===== config.mk =====
export PLATFORM = sky130hd
export DESIGN_NAME = mc_sequencer_flat
export DESIGN_NICKNAME = d
export VERILOG_FILES = /design/src/rtl/mc_sequencer_if.sv /design/src/rtl/mc_sequencer.sv /design/src/flat_wrapper.sv
export SDC_FILE = /design/constraint.sdc
export NUM_CORES = 1
export LEC_CHECK = 0
export CAP_MARGIN = 20
export CORE_MARGIN = 2
export CORE_UTILIZATION = 45
export DETAILED_ROUTE_END_ITERATION = 6
export PLACE_DENSITY = 0.8
export RECOVER_POWER = 25
export SETUP_SLACK_MARGIN = 0.05
export SYNTH_ARGS = -nofsm -noshare
export SYNTH_HDL_FRONTEND = slang
export SYNTH_SLANG_ARGS = --single-unit
export TNS_END_PERCENT = 5

===== constraint.sdc =====
create_clock -name clk -period 3.85 [get_ports clk]
set_input_delay 0.9625 -clock clk [delete_from_list [all_inputs] [get_ports clk]]
set_output_delay 0.9625 -clock clk [all_outputs]
set_load 0.03 [all_outputs]

===== src/rtl/mc_sequencer_if.sv =====
// mc_sequencer_if
//   Groups every signal between the multi-cycle sequencer and the rest of the
//   core (instruction memory, ALU decoder, PC, register file, data memory).
//   Parameters:
//     IW     instruction width ([8:7] class, [6:3] funct, [2:0] operand)
//     CNT_W  width of the retired-instruction counter
//   Signals (seen from the sequencer, modport master):
//     in : instr, alu_zero, mem_ready, start
//     out: state, ir_load, alu_op, funct, pc_inc, pc_load, pc_clear,
//          reg_write, wb_sel, mem_rd, mem_wr, done, retired
//   The slave modport is the datapath view of the same signals.
interface mc_sequencer_if #(
    parameter int IW    = 9,
    parameter int CNT_W = 16
);
    logic [IW-1:0]    instr;
    logic             alu_zero;
    logic             mem_ready;
    logic             start;

    logic [2:0]       state;
    logic             ir_load;
    logic [1:0]       alu_op;
    logic [3:0]       funct;
    logic             pc_inc;
    logic             pc_load;
    logic             pc_clear;
    logic             reg_write;
    logic             wb_sel;
    logic             mem_rd;
    logic             mem_wr;
    logic             done;
    logic [CNT_W-1:0] retired;

    modport master (
        input  instr, alu_zero, mem_ready, start,
        output state, ir_load, alu_op, funct, pc_inc, pc_load, pc_clear,
               reg_write, wb_sel, mem_rd, mem_wr, done, retired
    );

    modport slave (
        output instr, alu_zero, mem_ready, start,
        input  state, ir_load, alu_op, funct, pc_inc, pc_load, pc_clear,
               reg_write, wb_sel, mem_rd, mem_wr, done, retired
    );
endinterface


===== src/rtl/mc_sequencer.sv =====
// mc_sequencer
//   Multi-cycle control FSM: walks each instruction through fetch, decode,
//   execute, memory and writeback, and counts retired instructions.
//   Ports:
//     clk    system clock, rising edge
//     reset  synchronous, active-high
//     bus    mc_sequencer_if.master (instruction in, ALU/mem status in,
//            start in; state, strobes, alu_op, funct, done, retired out)
//
//   state  | meaning
//   -------+-----------------------------------------------------------
//   FETCH  | latch instr into IR (ir_load)
//   DECODE | detect halt, otherwise go execute
//   EXEC   | ALU op from IR class; branches/NOPs finish here
//   MEM    | hold mem_rd/mem_wr until mem_ready; store finishes here
//   WB     | register write, PC increment
//   HALT   | done=1, wait for start (clears PC)
module mc_sequencer #(
    parameter int IW    = 9,
    parameter int CNT_W = 16
) (
    input  logic          clk,
    input  logic          reset,
    mc_sequencer_if.master bus
);

    typedef enum logic [2:0] {
        S_FETCH  = 3'd0,
        S_DECODE = 3'd1,
        S_EXEC   = 3'd2,
        S_MEM    = 3'd3,
        S_WB     = 3'd4,
        S_HALT   = 3'd5
    } state_t;

    state_t           state_q;
    state_t           state_d;
    // Only class and funct are kept; the operand field is consumed by the
    // datapath straight from instruction memory.
    logic [5:0]       ir_q;
    logic [CNT_W-1:0] retired_q;

    logic [1:0] ir_class;
    logic [3:0] ir_funct;
    logic       is_halt;
    logic       is_load;
    logic       is_store;

    logic       ir_load;
    logic [1:0] alu_op;
    logic       pc_inc;
    logic       pc_load;
    logic       pc_clear;
    logic       reg_write;
    logic       wb_sel;
    logic       mem_rd;
    logic       mem_wr;
    logic       done;

    logic       unused_operand;

    assign unused_operand = ^bus.instr[IW-7:0];

    assign ir_class = ir_q[5:4];
    assign ir_funct = ir_q[3:0];
    assign is_halt  = (ir_class == 2'b11) && (ir_funct == 4'b1111);
    assign is_load  = (ir_class == 2'b11) && (ir_funct == 4'b0000);
    assign is_store = (ir_class == 2'b11) && (ir_funct == 4'b0001);

    always_ff @(posedge clk) begin
        if (reset) begin
            state_q   <= S_FETCH;
            ir_q      <= '0;
            retired_q <= '0;
        end else begin
            state_q <= state_d;
            if (ir_load) begin
                ir_q <= bus.instr[IW-1 -: 6];
            end
            // Saturating: the count sticks at all-ones instead of wrapping.
            if ((pc_inc || pc_load) && (retired_q != {CNT_W{1'b1}})) begin
                retired_q <= retired_q + CNT_W'(1);
            end
        end
    end

    always_comb begin
        state_d   = state_q;
        ir_load   = 1'b0;
        alu_op    = 2'b11;
        pc_inc    = 1'b0;
        pc_load   = 1'b0;
        pc_clear  = 1'b0;
        reg_write = 1'b0;
        wb_sel    = 1'b0;
        mem_rd    = 1'b0;
        mem_wr    = 1'b0;
        done      = 1'b0;

        case (state_q)
            S_FETCH: begin
                ir_load = 1'b1;
                state_d = S_DECODE;
            end
            S_DECODE: begin
                state_d = is_halt ? S_HALT : S_EXEC;
            end
            S_EXEC: begin
                alu_op = ir_class;
                case (ir_class)
                    2'b00, 2'b01: begin
                        state_d = S_WB;
                    end
                    2'b10: begin
                        // funct[3] set means unconditional jump
                        if (ir_funct[3] || bus.alu_zero) begin
                            pc_load = 1'b1;
                        end else begin
                            pc_inc = 1'b1;
                        end
                        state_d = S_FETCH;
                    end
                    default: begin
                        if (is_load || is_store) begin
                            state_d = S_MEM;
                        end else begin
                            pc_inc  = 1'b1;
                            state_d = S_FETCH;
                        end
                    end
                endcase
            end
            S_MEM: begin
                mem_rd = is_load;
                mem_wr = is_store;
                if (bus.mem_ready) begin
                    if (is_load) begin
                        state_d = S_WB;
                    end else begin
                        pc_inc  = 1'b1;
                        state_d = S_FETCH;
                    end
                end
            end
            S_WB: begin
                reg_write = 1'b1;
                pc_inc    = 1'b1;
                wb_sel    = is_load;
                state_d   = S_FETCH;
            end
            S_HALT: begin
                done = 1'b1;
                if (bus.start) begin
                    pc_clear = 1'b1;
                    state_d  = S_FETCH;
                end
            end
            default: begin
                state_d = S_FETCH;
            end
        endcase
    end

    assign bus.state     = state_q;
    assign bus.ir_load   = ir_load;
    assign bus.alu_op    = alu_op;
    assign bus.funct     = ir_funct;
    assign bus.pc_inc    = pc_inc;
    assign bus.pc_load   = pc_load;
    assign bus.pc_clear  = pc_clear;
    assign bus.reg_write = reg_write;
    assign bus.wb_sel    = wb_sel;
    assign bus.mem_rd    = mem_rd;
    assign bus.mem_wr    = mem_wr;
    assign bus.done      = done;
    assign bus.retired   = retired_q;

endmodule

===== src/flat_wrapper.sv =====
// flat-port wrapper written by rule: the top's interface ports become plain ports
module mc_sequencer_flat 
#(
    parameter int IW    = 9,
    parameter int CNT_W = 16
)
  (clk, reset, bus_instr, bus_alu_zero, bus_mem_ready, bus_start, bus_state, bus_ir_load, bus_alu_op, bus_funct, bus_pc_inc, bus_pc_load, bus_pc_clear, bus_reg_write, bus_wb_sel, bus_mem_rd, bus_mem_wr, bus_done, bus_retired);
  mc_sequencer_if #(.IW(IW), .CNT_W(CNT_W)) bus_i ();
  input  logic clk;
  input  logic reset;
  input wire logic [$bits(bus_i.instr)-1:0] bus_instr;
  input wire logic [$bits(bus_i.alu_zero)-1:0] bus_alu_zero;
  input wire logic [$bits(bus_i.mem_ready)-1:0] bus_mem_ready;
  input wire logic [$bits(bus_i.start)-1:0] bus_start;
  output wire logic [$bits(bus_i.state)-1:0] bus_state;
  output wire logic [$bits(bus_i.ir_load)-1:0] bus_ir_load;
  output wire logic [$bits(bus_i.alu_op)-1:0] bus_alu_op;
  output wire logic [$bits(bus_i.funct)-1:0] bus_funct;
  output wire logic [$bits(bus_i.pc_inc)-1:0] bus_pc_inc;
  output wire logic [$bits(bus_i.pc_load)-1:0] bus_pc_load;
  output wire logic [$bits(bus_i.pc_clear)-1:0] bus_pc_clear;
  output wire logic [$bits(bus_i.reg_write)-1:0] bus_reg_write;
  output wire logic [$bits(bus_i.wb_sel)-1:0] bus_wb_sel;
  output wire logic [$bits(bus_i.mem_rd)-1:0] bus_mem_rd;
  output wire logic [$bits(bus_i.mem_wr)-1:0] bus_mem_wr;
  output wire logic [$bits(bus_i.done)-1:0] bus_done;
  output wire logic [$bits(bus_i.retired)-1:0] bus_retired;
  assign bus_i.instr = bus_instr;
  assign bus_i.alu_zero = bus_alu_zero;
  assign bus_i.mem_ready = bus_mem_ready;
  assign bus_i.start = bus_start;
  assign bus_state = bus_i.state;
  assign bus_ir_load = bus_i.ir_load;
  assign bus_alu_op = bus_i.alu_op;
  assign bus_funct = bus_i.funct;
  assign bus_pc_inc = bus_i.pc_inc;
  assign bus_pc_load = bus_i.pc_load;
  assign bus_pc_clear = bus_i.pc_clear;
  assign bus_reg_write = bus_i.reg_write;
  assign bus_wb_sel = bus_i.wb_sel;
  assign bus_mem_rd = bus_i.mem_rd;
  assign bus_mem_wr = bus_i.mem_wr;
  assign bus_done = bus_i.done;
  assign bus_retired = bus_i.retired;
  mc_sequencer #(.IW(IW), .CNT_W(CNT_W)) u_core (.clk(clk), .reset(reset), .bus(bus_i));
endmodule

==> flow_summary.ini, run 1 <==
[cts]
clock-root-buffer = clkbuf_4
cts_made_buffers = 3
post_cts_resized = 0
hold_buffers = 0
cts_tree = built
post-cts-setup-buffers = 0
cts_htree_levels = 1
clk_path_buf_depth = 2
insertion_delay_ns = 0.31
clkTransAtPathRegs_ns = 0.14
cts_sinks = 25

[timing]
rsz0062_at_grt = false
fin_crit_ns = 3.74
worst_pin_slew_ns = 0.917
period_share_pct = 97.1
setup_viol = 0
finalSetupTns_ns = 0
fmax_mhz = 268
hold_viol_final = 0
relSlewSlack_pct = 38.7
skew_ns = 0.00961
slew_viol_final = 0

[global_routing]
grt_pass1_wl_um = 5660
grt_max_degree = 29
track_usage_pct = 19.9
grt_antenna_before_repair = 0
grt_pass1_vias = 1282
overflow = 0

[critical_path]
rr_startpoint = u_core.bus.state[0]
startpoint_type = input port
r2r_end = u_core.bus.retired[15]
required_ns = 2.89
crit_type = in -> out
worstPathArrival_ns = 2.77
path_max_fanout = 3
reg2reg_depth = 5
reg2reg_slack_ns = 1.49
crit_path_end_kind = output port

[finish]
finalNetCount = 228
layout_commonest_cell = clkdlybuf4s50_1
multi_input_area_um2 = 832
seq_area_um2 = 500
fin_util_pct = 61.8
syn_to_final_growth_pct = 31.8
diodes = 0
drive_gt1_share_pct = 4.72
fill_cells = 303
final_cell_mix = clkdlybuf4s50_1 (38), dfxtp_1 (25), a21oi_1 (18), nand2_1 (14), nor2_1 (13)
final_area_um2 = 1890

[route]
final_antenna_net_count = 0
num_vias = 1489
drcViolationCount = 0
first_iter_violations = 60
viasPerCell = 5.82
dr.pass1.iters = 4
wire_per_inst_um = 14.2
wirelength_um = 3630

[placement]
port_buffers = 44
dpl-instance-area_um2 = 1860
gp_congestion = 0.853
dp_hpwl_um = 2610

[pwr]
p_leak_nw = 0.656
power.density_nw_per_um2 = 301
vdd.ir_drop.worst_uv = 200

[die]
die_y_um = 60.4
die-area_um2 = 3650
pin_count = 48
fp.dieW_um = 60.4
initial_utilization_pct = 46.9
core_um2 = 3050
rows = 20

[hold_path]
hold_end = u_core.bus.retired[10]
hold_path_class = reg -> reg
hold_path_depth = 2
hp-start = u_core.bus.retired[10]

[yosys]
synthCells = 175
ys_seq_elements = 25
async_flop_share_pct = 0
syn_nets = 190
synth_edf_count = 0
ys_warn_count = 0
avgSynthCellArea_um2 = 8.19
netlist-cell-type-count = 38
ys_seq_area_share_pct = 34.9
synthFlopType = dfxtp_1
synth_area_um2 = 1430

[flow_run]
drv_cap = 0

[status]
status = finished, final reports clean
-- Yosys cell counts, drive strengths merged, types with 2 or more instances --
cell	instances	area, µm²
or4	11	82.6
nor2	13	48.8
dfxtp	25	500
or3	5	31.3
o21bai	4	30.0
o31ai	12	90.1
nand3	7	35.0
nand4	2	12.5
a21oi	18	90.1
inv	5	18.8
buf	8	62.6
and2	2	12.5
nor2b	3	18.8
nand2	14	52.6
nor3	6	35.0
mux2i	8	80.1
and4	2	17.5
clkbuf	5	18.8
o21ai	5	25.0
and3	2	12.5
nand2b	3	18.8
nor4	2	12.5
-- critical path, cell delays in order --
cell and delay, ns:
clkdlybuf4s50_1 0.53, and4b_1 0.27, a211oi_2 0.11, o21ai_0 0.21, clkdlybuf4s50_1 0.70
-- final cells by class --
| cell class | count | share of cell area (%) |
|---|---|---|
| multi-input combinational | 132 | 44.1 |
| sequential | 25 | 26.5 |
| timing repair buffer | 46 | 24.1 |
| tap | 44 | 2.92 |
| clock buffer | 4 | 1.39 |
| inverter | 5 | 0.994 |
-- metal layers --
layer  wire, µm  share of wire [%]  global-route usage, %  up-vias
li1           -                  -                      -      726
met1       1650                 45                   26.2      711
met2       1740                 48                   33.2       46
met3        179                4.9                   4.26        6
met4         57                1.6                   5.28        0
met5          0                  0                      0        -
-- state kept, by name (all words and copies together) (netlist names) --
signal,cells
u_core.bus.retired,16
u_core.bus.state,3
u_core.ir_q,6
-- logic make-up after synthesis --
logic type,synth area share [%]
multiplexers,6.38
AO/OA/AOI/OAI,20.8
buffers and inverters,6.99
adder cells (fa/ha/maj),0.873
flip-flops,34.9
AND/OR/NAND/NOR,30.0
-- where the power goes --
part	switching, mW	total [mW]	internal, mW
Combinational	0.0875	0.157	0.0699
Sequential	0.0239	0.295	0.271
Clock	0.0755	0.116	0.0404
-- how the worst max path moves through the flow --
stage                        start    endpoint  slack [ns]  cells after the start
2_1_floorplan  u_core.bus.state[0]  bus_mem_rd        0.83                      3
4_1_cts              bus_mem_ready  bus_pc_inc        0.14                      5
6_report             bus_mem_ready  bus_pc_inc        0.11                      5
3_3_place_gp         bus_mem_ready  bus_pc_inc        0.19                      5
3_5_place_dp         bus_mem_ready  bus_pc_inc        0.15                      5
5_1_grt              bus_mem_ready  bus_pc_inc        0.08                      5
-- metrics by stage --
stage | setup WS, ns | total power [mW] | hold slack (ns) | std cells
final | 0.113 | 0.569 | 0.502 | 256
after global routing | 0.0834 | 0.596 | 0.529 | 256
after CTS | 0.137 | 0.572 | 0.511 | 256
after detailed placement | 0.148 | 0.458 | 0.492 | 252
after global placement | 0.190 | 0.453 | 0.474 | 252
after floorplan | 0.827 | 0.406 | 0.494 | 175
Note: power is estimated with default switching activity, not from simulation.
==> run 2: changes to the inputs <==
--- a/config.mk
+++ b/config.mk
@@ -11,7 +11,8 @@
 export DETAILED_ROUTE_END_ITERATION = 6
 export PLACE_DENSITY = 0.8
 export RECOVER_POWER = 25
-export SETUP_SLACK_MARGIN = 0.05
+export SKIP_LAST_GASP = 1
+export SLEW_MARGIN = 20
 export SYNTH_ARGS = -nofsm -noshare
 export SYNTH_HDL_FRONTEND = slang
 export SYNTH_SLANG_ARGS = --single-unit
==> results of run 2 <==
Final layout, timing and power as in run 1 (identical DEF).
==> run 3: changes to the inputs <==
--- a/config.mk
+++ b/config.mk
@@ -5,11 +5,12 @@
 export SDC_FILE = /design/constraint.sdc
 export NUM_CORES = 1
 export LEC_CHECK = 0
+export ABC_AREA = 1
 export CAP_MARGIN = 20
 export CORE_MARGIN = 2
 export CORE_UTILIZATION = 45
 export DETAILED_ROUTE_END_ITERATION = 6
-export PLACE_DENSITY = 0.8
+export PLACE_DENSITY = 0.78
 export RECOVER_POWER = 25
 export SKIP_LAST_GASP = 1
 export SLEW_MARGIN = 20
==> constraint.sdc (replaced) <==
create_clock -name clk -period 4.1 [get_ports clk]
set_input_delay 1.025 -clock clk [delete_from_list [all_inputs] [get_ports clk]]
set_output_delay 1.025 -clock clk [all_outputs]
set_load 0.1 [all_outputs]
==> run 3 against run 2 <==
Effect of this change:
- power up 12%
- routed wire length shrank 0.72%
- final cell count increased by 25%
- clock-buffer cell count is 1 lower
- via count is 5.8% higher
- synthesized area is 9.3% higher
- clock skew up 0.0077 ns
- critical path type unchanged
- largest cell class unchanged
- largest power group unchanged
- highest routed layer unchanged
==> flow_summary.ini, run 3 <==
[finish]
finalNetCount = 290
largest_reg_flops = 16
diodes = 0
fin_util_pct = 60.0
final_cell_mix = nand2_1 (50), nor2_1 (32), nand3_1 (32), clkdlybuf4s50_1 (32), dfxtp_1 (25)
layout_commonest_cell = nand2_1
instances_no_fill = 320
drive_gt1_share_pct = 12.0
syn_to_final_growth_pct = 27.9
final_area_um2 = 2000

[critical_path]
crit_family = buffers and inverters
slowest_stage = dlygate4sd3_1
crit_type = in -> out
worstPathArrival_ns = 2.25
setup.worst_path.start = bus_alu_zero
rr_startpoint = u_core.ir_q[2]
critical_path_buf_inv_count = 2
critical_path.max_stage_delay_ns = 0.54
required_ns = 3.07
path_cells = dlygate4sd3_1 -> o21ai_0 -> nand3_1 -> nand2_1 -> buf_4
startpoint_type = input port
reg2reg_slack_ns = 1.72
path_max_fanout = 2
crit_path_end_kind = output port

[cts]
clkTransAtPathRegs_ns = 0.13
post_cts_resized = 0
cts_htree_levels = 1
clk_path_buf_depth = 2
hold_buffers = 0
cts_tree = built
cts_made_buffers = 3
post-cts-setup-buffers = 0
cts_sinks = 25
insertion_delay_ns = 0.33
clock-root-buffer = clkbuf_4

[timing]
skew_ns = 0.0173
rsz0062_at_grt = false
fmax_mhz = 305
setup_viol = 0
fin_crit_ns = 3.28
worst_pin_slew_ns = 0.979
hold_viol_final = 0
finalSetupTns_ns = 0
relSlewSlack_pct = 34.5
slew_viol_final = 0
period_share_pct = 80.0

[flow_run]
drv_cap = 0

[yosys]
ys_seq_area_share_pct = 32.0
syn_nets = 250
avgSynthCellArea_um2 = 6.66
synthFlopType = dfxtp_1
synth_edf_count = 0
synthCells = 235
ys_warn_count = 0
synth_area_um2 = 1570
ys_seq_elements = 25
netlist-cell-type-count = 31
synthTopCellsByCount = nand2_1 (49), nor2_1 (32), nand3_1 (31)
synth_top_cells_by_area = dfxtp_1 (32%), nand2_1 (12%), nand3_1 (9.9%)
yosysMostFrequentCell = nand2_1
async_flop_share_pct = 0
synth.top_cell.area_share_pct = 32.0
synth_largest_area_cell = dfxtp_1

[die]
pin_count = 48
die-area_um2 = 3970
rows = 21
fp.dieW_um = 63.0
initial_utilization_pct = 46.9
die_y_um = 63.0
core_um2 = 3340

[global_routing]
grt_max_degree = 19
grt_pass1_vias = 1393
track_usage_pct = 19.4
overflow = 0
grt_antenna_before_repair = 0
grt_pass1_wl_um = 6270

[placement]
gp_congestion = 0.820
port_buffers = 44
dpl-instance-area_um2 = 1990
dp_hpwl_um = 2770
dp_cells = 316

[hold_path]
hp-start = u_core.bus.retired[15]
hold_path_class = reg -> reg

[pwr]
seqPwrFrac_pct = 43.6
switching_share_pct = 45.1
vdd.ir_drop.worst_uv = 208
finalPower_uw = 636
switchingPower_uw = 287
power.density_nw_per_um2 = 318
comb_power_share_pct = 38.5
p_leak_nw = 0.766
p_int_uw = 349
p_clk_share_pct = 17.9

[route]
first_iter_violations = 77
viasPerCell = 4.92
drcViolationCount = 0
num_vias = 1575
wirelength_um = 3600
wire_per_inst_um = 11.3
final_antenna_net_count = 0
dr.pass1.iters = 4

[status]
status = finished, final reports clean
==> run 3: worst min-delay path, cell delays in order (launching register included) <==
cell and delay [ns]:
dfxtp_1 0.36, nand2_1 0.09, a21oi_2 0.05
==> run 3: cell families after synthesis <==
kind of cell    Yosys count  synth area share, %
xor+xnor                  9                 5.04
compound gates           28                 11.4
buf+inv                  37                 10.6
simple gates            135                 40.2
flops                    25                 32.0
fa+ha+maj                 1                0.799
==> run 3: layout make-up <==
type                       instances  area [µm²]
fill                             343        1340
inverter                          27         101
timing repair buffer              45         422
clock buffer                       3        22.5
sequential                        25         500
multi-input combinational        173         893
tap                               46        57.6
clock inverter                     1        5.00
==> run 3: worst paths after layout <==
kind	end	cells past startpoint
min reg2reg	u_core.bus.retired[15]	2
max	bus_pc_inc	5
min	u_core.bus.retired[15]	2
max reg2reg	u_core.bus.retired[0]	8
==> run 3: layer usage <==
layer	wire length, µm	vias to the layer above	track usage, %	part of all wire [%]
li1	-	843	-	-
met3	114	5	3.42	3.2
met4	38	0	5.83	1.1
met1	1890	701	27.0	52
met2	1560	26	30.5	43
met5	0	-	0	0
==> run 3: per-stage QoR <==
| stage | setup slack [ns] | hold slack [ns] |
|---|---|---|
| final | 0.820 | 0.520 |
| after global routing | 0.736 | 0.545 |
| after CTS | 0.837 | 0.512 |
| after detailed placement | 0.941 | 0.490 |
| after global placement | 0.952 | 0.476 |
| after floorplan | -0.373 | 0.458 |
==> run 3: power by group through the flow <==
stage                     combinational, mW  clock [mW]  sequential, mW
after detailed placement              0.248           0           0.283
final                                 0.245       0.114           0.278
after floorplan                       0.166           0           0.319
after global routing                  0.258       0.128           0.281
after global placement                0.246           0           0.283
after CTS                             0.249       0.115           0.278
